## src/rtl/alu_pkg.sv

```systemverilog
// Shared constants and types for the multi-cycle 8-bit ALU sequencer.
package alu_pkg;

   localparam int WIDTH     = 8;
   localparam int MUL_ITERS = 8;

   typedef enum logic [2:0] {
      ADD   = 3'd0,
      SUB   = 3'd1,
      AND   = 3'd2,
      OR    = 3'd3,
      XOR   = 3'd4,
      SHL   = 3'd5,
      MUL   = 3'd6,
      PASSB = 3'd7
   } opcode_t;

   typedef enum logic [1:0] {
      IDLE = 2'd0,
      EXEC = 2'd1,
      DONE = 2'd2
   } alu_state_t;

endpackage

```

## src/rtl/alu_comb.sv

```systemverilog
// Combinational single-cycle ALU ops (ADD, SUB, AND, OR, XOR, PASSB).
module alu_comb
   import alu_pkg::*;
(
   input  opcode_t          i_op,
   input  logic [WIDTH-1:0] i_a,
   input  logic [WIDTH-1:0] i_b,
   output logic [WIDTH-1:0] o_result,
   output logic             o_carry,
   output logic             o_zero
);

   logic [WIDTH:0] w_sum;
   logic [WIDTH:0] w_diff;

   assign w_sum  = {1'b0, i_a} + {1'b0, i_b};
   // The extra top bit of the unsigned difference is the borrow (a < b).
   assign w_diff = {1'b0, i_a} - {1'b0, i_b};

   // NOTE: every output gets a default first so no path through the case leaves a latch.
   always_comb begin
      o_result = '0;
      o_carry  = 1'b0;
      case (i_op)
         ADD:     {o_carry, o_result} = w_sum;
         SUB:     {o_carry, o_result} = w_diff;
         AND:     o_result = i_a & i_b;
         OR:      o_result = i_a | i_b;
         XOR:     o_result = i_a ^ i_b;
         PASSB:   o_result = i_b;
         default: o_result = '0;
      endcase
   end

   assign o_zero = (o_result == '0);

endmodule

```

## src/rtl/alu_sequencer.sv

```systemverilog
// Start/busy ALU sequencer: single-cycle ops via alu_comb, SHL and MUL iterated
// one bit per cycle; result and flags registered once, announced by a save pulse.
module alu_sequencer #(
   parameter int WIDTH = 8
) (
   input  logic             clk,
   input  logic             reset_n,
   input  logic             start,
   input  logic [2:0]       opcode,
   input  logic [WIDTH-1:0] a,
   input  logic [WIDTH-1:0] b,
   output logic             busy,
   output logic [WIDTH-1:0] alu_out,
   output logic             save,
   output logic             flag_z,
   output logic             flag_c
);
   import alu_pkg::*;

   alu_state_t         r_state, w_state_next;
   opcode_t            r_op;
   logic [WIDTH-1:0]   r_a, r_b;
   logic [2:0]         r_cnt;
   logic [2*WIDTH-1:0] r_work;
   logic [2*WIDTH-1:0] r_acc;
   logic [WIDTH-1:0]   r_alu_out;
   logic               r_flag_z, r_flag_c;

   logic [WIDTH-1:0]   w_comb_res;
   logic               w_comb_c, w_comb_z;
   logic [2*WIDTH-1:0] w_acc_next;
   logic [2:0]         w_shamt;
   logic [WIDTH-1:0]   w_result;
   logic               w_carry, w_zero, w_last;

   alu_comb u_alu_comb (
      .i_op     (r_op),
      .i_a      (r_a),
      .i_b      (r_b),
      .o_result (w_comb_res),
      .o_carry  (w_comb_c),
      .o_zero   (w_comb_z)
   );

   assign w_shamt = r_b[2:0];

   // r_work doubles as the SHL shift register and the MUL multiplicand (a << r_cnt).
   always_comb begin
      w_acc_next = r_acc + (r_b[r_cnt] ? r_work : '0);
      w_last     = 1'b1;
      w_result   = w_comb_res;
      w_carry    = w_comb_c;
      w_zero     = w_comb_z;
      case (r_op)
         SHL: begin
            if (w_shamt == 3'd0) begin
               w_result = r_a;
               w_carry  = 1'b0;
            end else begin
               w_last   = (r_cnt == w_shamt - 3'd1);
               w_result = {r_work[WIDTH-2:0], 1'b0};
               w_carry  = r_work[WIDTH-1];
            end
            w_zero = (w_result == '0);
         end
         MUL: begin
            w_last   = (r_cnt == 3'(MUL_ITERS - 1));
            w_result = w_acc_next[WIDTH-1:0];
            w_carry  = |w_acc_next[2*WIDTH-1:WIDTH];
            w_zero   = (w_result == '0);
         end
         default: ;
      endcase
   end

   always_comb begin
      w_state_next = r_state;
      case (r_state)
         IDLE:    if (start) w_state_next = EXEC;
         EXEC:    if (w_last) w_state_next = DONE;
         DONE:    w_state_next = IDLE;
         default: w_state_next = IDLE;
      endcase
   end

   // NOTE: sequential state uses non-blocking assignments so every register samples pre-edge values.
   always_ff @(posedge clk or negedge reset_n) begin
      if (!reset_n) r_state <= IDLE;
      else          r_state <= w_state_next;
   end

   always_ff @(posedge clk or negedge reset_n) begin
      if (!reset_n) begin
         r_op      <= ADD;
         r_a       <= '0;
         r_b       <= '0;
         r_cnt     <= '0;
         r_work    <= '0;
         r_acc     <= '0;
         r_alu_out <= '0;
         r_flag_z  <= 1'b0;
         r_flag_c  <= 1'b0;
      end else begin
         case (r_state)
            IDLE: begin
               if (start) begin
                  r_op   <= opcode_t'(opcode);
                  r_a    <= a;
                  r_b    <= b;
                  r_cnt  <= '0;
                  r_work <= {{WIDTH{1'b0}}, a};
                  r_acc  <= '0;
               end
            end
            EXEC: begin
               r_cnt  <= r_cnt + 3'd1;
               r_work <= r_work << 1;
               r_acc  <= w_acc_next;
               if (w_last) begin
                  r_alu_out <= w_result;
                  r_flag_z  <= w_zero;
                  r_flag_c  <= w_carry;
               end
            end
            default: ;
         endcase
      end
   end

   assign busy    = (r_state != IDLE);
   assign save    = (r_state == DONE);
   assign alu_out = r_alu_out;
   assign flag_z  = r_flag_z;
   assign flag_c  = r_flag_c;

endmodule

```

## config.mk

```make
export PLATFORM = sky130hd
export DESIGN_NAME = alu_sequencer
export DESIGN_NICKNAME = d
export VERILOG_FILES = /design/src/rtl/alu_pkg.sv /design/src/rtl/alu_comb.sv /design/src/rtl/alu_sequencer.sv
export SDC_FILE = /design/constraint.sdc
export NUM_CORES = 1
export LEC_CHECK = 0
export CORE_AREA = 2 2 103 105
export DETAILED_ROUTE_END_ITERATION = 7
export DIE_AREA = 0 0 105 107
export DONT_BUFFER_PORTS = 1
export GPL_ROUTABILITY_DRIVEN = 0
export HOLD_SLACK_MARGIN = 0.08
export PLACE_DENSITY = 0.63
export SLEW_MARGIN = 20
export SYNTH_ARGS = -nofsm -noshare
export SYNTH_HDL_FRONTEND = slang
export SYNTH_SLANG_ARGS = --single-unit
```

## constraint.sdc

```tcl
create_clock -name clk -period 7.9 [get_ports clk]
set_input_delay 1.58 -clock clk [delete_from_list [all_inputs] [get_ports clk]]
set_output_delay 1.58 -clock clk [all_outputs]
set_load 0.02 [all_outputs]
```

==> flow_summary.json <==
{
  "multi_input_area_sq_mm": 0.00308,
  "grt_first_pass_wirelength_microns": 22800,
  "synth_compound_area_share_pct": 24.1,
  "routedWlPerCell_microns": 19.2,
  "core_area_sq_mm": 0.0101,
  "dp_hpwl_microns": 9980,
  "internal-power_mw": 1.25,
  "synth_seq_area_share_pct": 33.1,
  "root_buffer": "clkbuf_8",
  "cts.sink_count": 66,
  "diodes": 0,
  "synth_edf_count": 0,
  "p_total_mw": 2.57,
  "cts_tree": "yes",
  "clk_pin_slew_worst_paths_ns": 0.07,
  "power_frac_seq_pct": 27.8,
  "clockPowerShare_pct": 12.6,
  "syn-mean-instance-area_sq_um": 8.30,
  "rows": 37,
  "antenna_found_initial": 0,
  "max-slew-margin-rel_pct": 31.8,
  "synth_top_family_by_area": "compound AO/OA/AOI/OAI gates",
  "setup_violations": 0,
  "dp_cells": 708,
  "drtPass1Iterations": 5,
  "fill_cells": 1001,
  "mappedNetlistArea_sq_mm": 0.00500,
  "clk_latency_ns": 0.36,
  "chipWidth_microns": 105,
  "crit_type": "reg2reg",
  "initial_core_util_pct": 49.5,
  "drt_first_iter_violations": 405,
  "synth_mux_area_share_pct": 2.15,
  "cts_setup_buffers": 0,
  "netlist_instances": 602,
  "netSwitchingPower_mw": 1.32,
  "status": "completed",
  "setup_slack_ns": 3.97,
  "yosysMostFrequentCell": "nand2_1",
  "htree_levels": 3,
  "hold_viol": 0,
  "synth_ff_type": "dfrtp_1",
  "power_density_mw_per_mm2": 487,
  "yosys-top-cells-area": "dfrtp_1, ha_1, nand2_1",
  "comb_power_share_pct": 59.6,
  "max_freq_ghz": 0.254,
  "synth_top_area_cell": "dfrtp_1",
  "first_global_vias": 4282,
  "final_cells": 724,
  "slew_viol_final": 0,
  "cp-end-kind": "flip-flop",
  "power_leakage_nw": 2.34,
  "critPathRequiredTime_ns": 8.15,
  "rsz0062_at_grt": "no",
  "tns_ns": 0,
  "hold_buffers": 0,
  "synth_cell_type_count": 69,
  "timing.final.crit_share_pct": 49.8,
  "hp-class": "reg2reg",
  "place_ws_ns": 4.01,
  "peakVddDrop_v": 0.000234,
  "synth-xor-area-share_pct": 3.28,
  "syn_to_final_growth_pct": 5.68,
  "clockBufferDepth": 2,
  "grt_max_degree": 67,
  "p_sw_share_pct": 51.4,
  "grt-ovfl-total": 0,
  "nets": 651,
  "yosys_warnings": 0,
  "synth-async-reset-ratio_pct": 100,
  "critPathLaunchType": "flip-flop",
  "yosys.area.top_type_share_pct": 33.1,
  "fin_crit_ns": 3.93,
  "io_buffer_count": 0,
  "synth-adder-area-share_pct": 12.0,
  "drive_gt1_share_pct": 5.61,
  "final-seq-area_sq_mm": 0.00165,
  "die-area_sq_mm": 0.0112,
  "utilization_pct": 52.3,
  "fin_skew_ns": 0.0116,
  "cp_max_fo": 16,
  "yosys_register_bits": 66,
  "worstMarginPinSlew_ns": 0.997,
  "critPathArrivalTime_ns": 4.18,
  "synth_nets": 670,
  "die_h_microns": 107,
  "ys_top_cells_by_count": "nand2_1, dfrtp_1, a21oi_1, ha_1, o21ai_0",
  "wl_microns": 13900,
  "max_cap_violations": 0,
  "cts_resized": 0,
  "via_count": 4517,
  "cts_buffers": 9,
  "avgViaCountPerCell": 6.24,
  "final_antenna_net_count": 0,
  "grt_usage_pct": 25.8,
  "drc_errors": 0,
  "yosys.area_share.simple_pct": 19.9,
  "pin_count": 34
}
-- area by class of cell --
| cell class | count | area share [%] |
|---|---|---|
| multi-input combinational | 469 | 58.4 |
| sequential | 66 | 31.3 |
| tap | 136 | 3.22 |
| clock buffer | 11 | 2.68 |
| inverter | 32 | 2.27 |
| clock inverter | 5 | 1.47 |
| timing repair buffer | 5 | 0.711 |
-- worst paths after layout --
kind | endpoint | start | slack, ns | cells past startpoint
worst max-delay path | flag_c$_DFFE_PN0P_ | r_cnt[0]$_DFFE_PN0P_ | 3.97 | 14
worst min-delay path | r_work[15]$_DFFE_PN0P_ | r_work[14]$_DFFE_PN0P_ | 0.50 | 2
worst max register to register | flag_c$_DFFE_PN0P_ | r_cnt[0]$_DFFE_PN0P_ | 3.97 | 14
worst min register to register | r_work[15]$_DFFE_PN0P_ | r_work[14]$_DFFE_PN0P_ | 0.50 | 2
max in group asynchronous | r_state[0]$_DFFE_PN0P_ | reset_n | 6.87 | 0
min in group asynchronous | r_a[4]$_DFFE_PN0P_ | reset_n | 0.91 | 0
-- metal layers --
metal	GRT usage (%)	vias to the layer above	routed length [microns]
li1	-	2114	-
met1	38.4	2155	6360
met2	37.9	224	5980
met3	4.38	24	1300
met4	8.57	0	246
met5	0	-	0
-- power by group through the flow --
stage                     logic, mW  clock network, mW  registers [mW]
after global routing           1.71              0.340           0.734
after detailed placement       1.50                  0           0.713
final                          1.53              0.325           0.715
after CTS                      1.51              0.329           0.709
after floorplan                1.20                  0           0.614
after global placement         1.47                  0           0.707
-- through the flow --
step,hold WS (ns),cell area [sq um]
floorplan,0.456,5000
global placement,0.480,5060
detailed placement,0.488,5060
CTS,0.506,5280
global route,0.540,5280
finish,0.503,5280
-- cell families (layout without fill, tap and decap cells) --
family	after synthesis	after routing
XOR/XNOR	17	17
AND/OR/NAND/NOR	211	211
flip-flops	66	66
AO/OA/AOI/OAI	187	187
multiplexers	8	8
buffers and inverters	67	53
adder cells (fa/ha/maj)	46	46
-- cell usage in the layout, fill, tap and decap left out, types with 3 or more instances in the layout --
cell type	instances
nand3_1	16
or3_1	4
nand2b_1	10
a221o_1	3
o211ai_1	3
o21ai_1	6
a21o_1	9
or2_2	3
nand2_1	85
a21oi_1	43
o21a_1	6
xor2_1	8
nor2b_1	24
nor3_1	9
nor4_1	7
ha_1	43
o22ai_1	19
dfrtp_1	66
o21bai_1	4
o22a_1	5
a31oi_1	8
o2111ai_1	3
clkbuf_8	10
nor2_1	38
a22oi_1	5
buf_4	5
o21ai_0	43
xnor2_1	8
fa_1	3
inv_1	32
mux2i_1	4
a221oi_1	3
-- critical path, stage by stage (launching register included) --
cell and delay [ns]:
dfrtp_1 0.49, mux4_2 0.54, mux2i_1 0.18, buf_4 0.25, nand2b_1 0.18, inv_1 0.06
ha_1 0.26, a21oi_1 0.18, o211ai_1 0.18, o21ba_1 0.24, or3_1 0.39, a221o_1 0.34
nor4_1 0.19, nand4_1 0.14, o21a_1 0.18
-- sequential cells by signal (all words and copies together), names as in the netlist --
name,count
r_acc,16
r_cnt,3
r_a,8
flag_c,1
alu_out,8
r_state,2
r_op,3
r_work,16
flag_z,1
r_b,8
No activity file was read; power rests on OpenSTA's default activity.
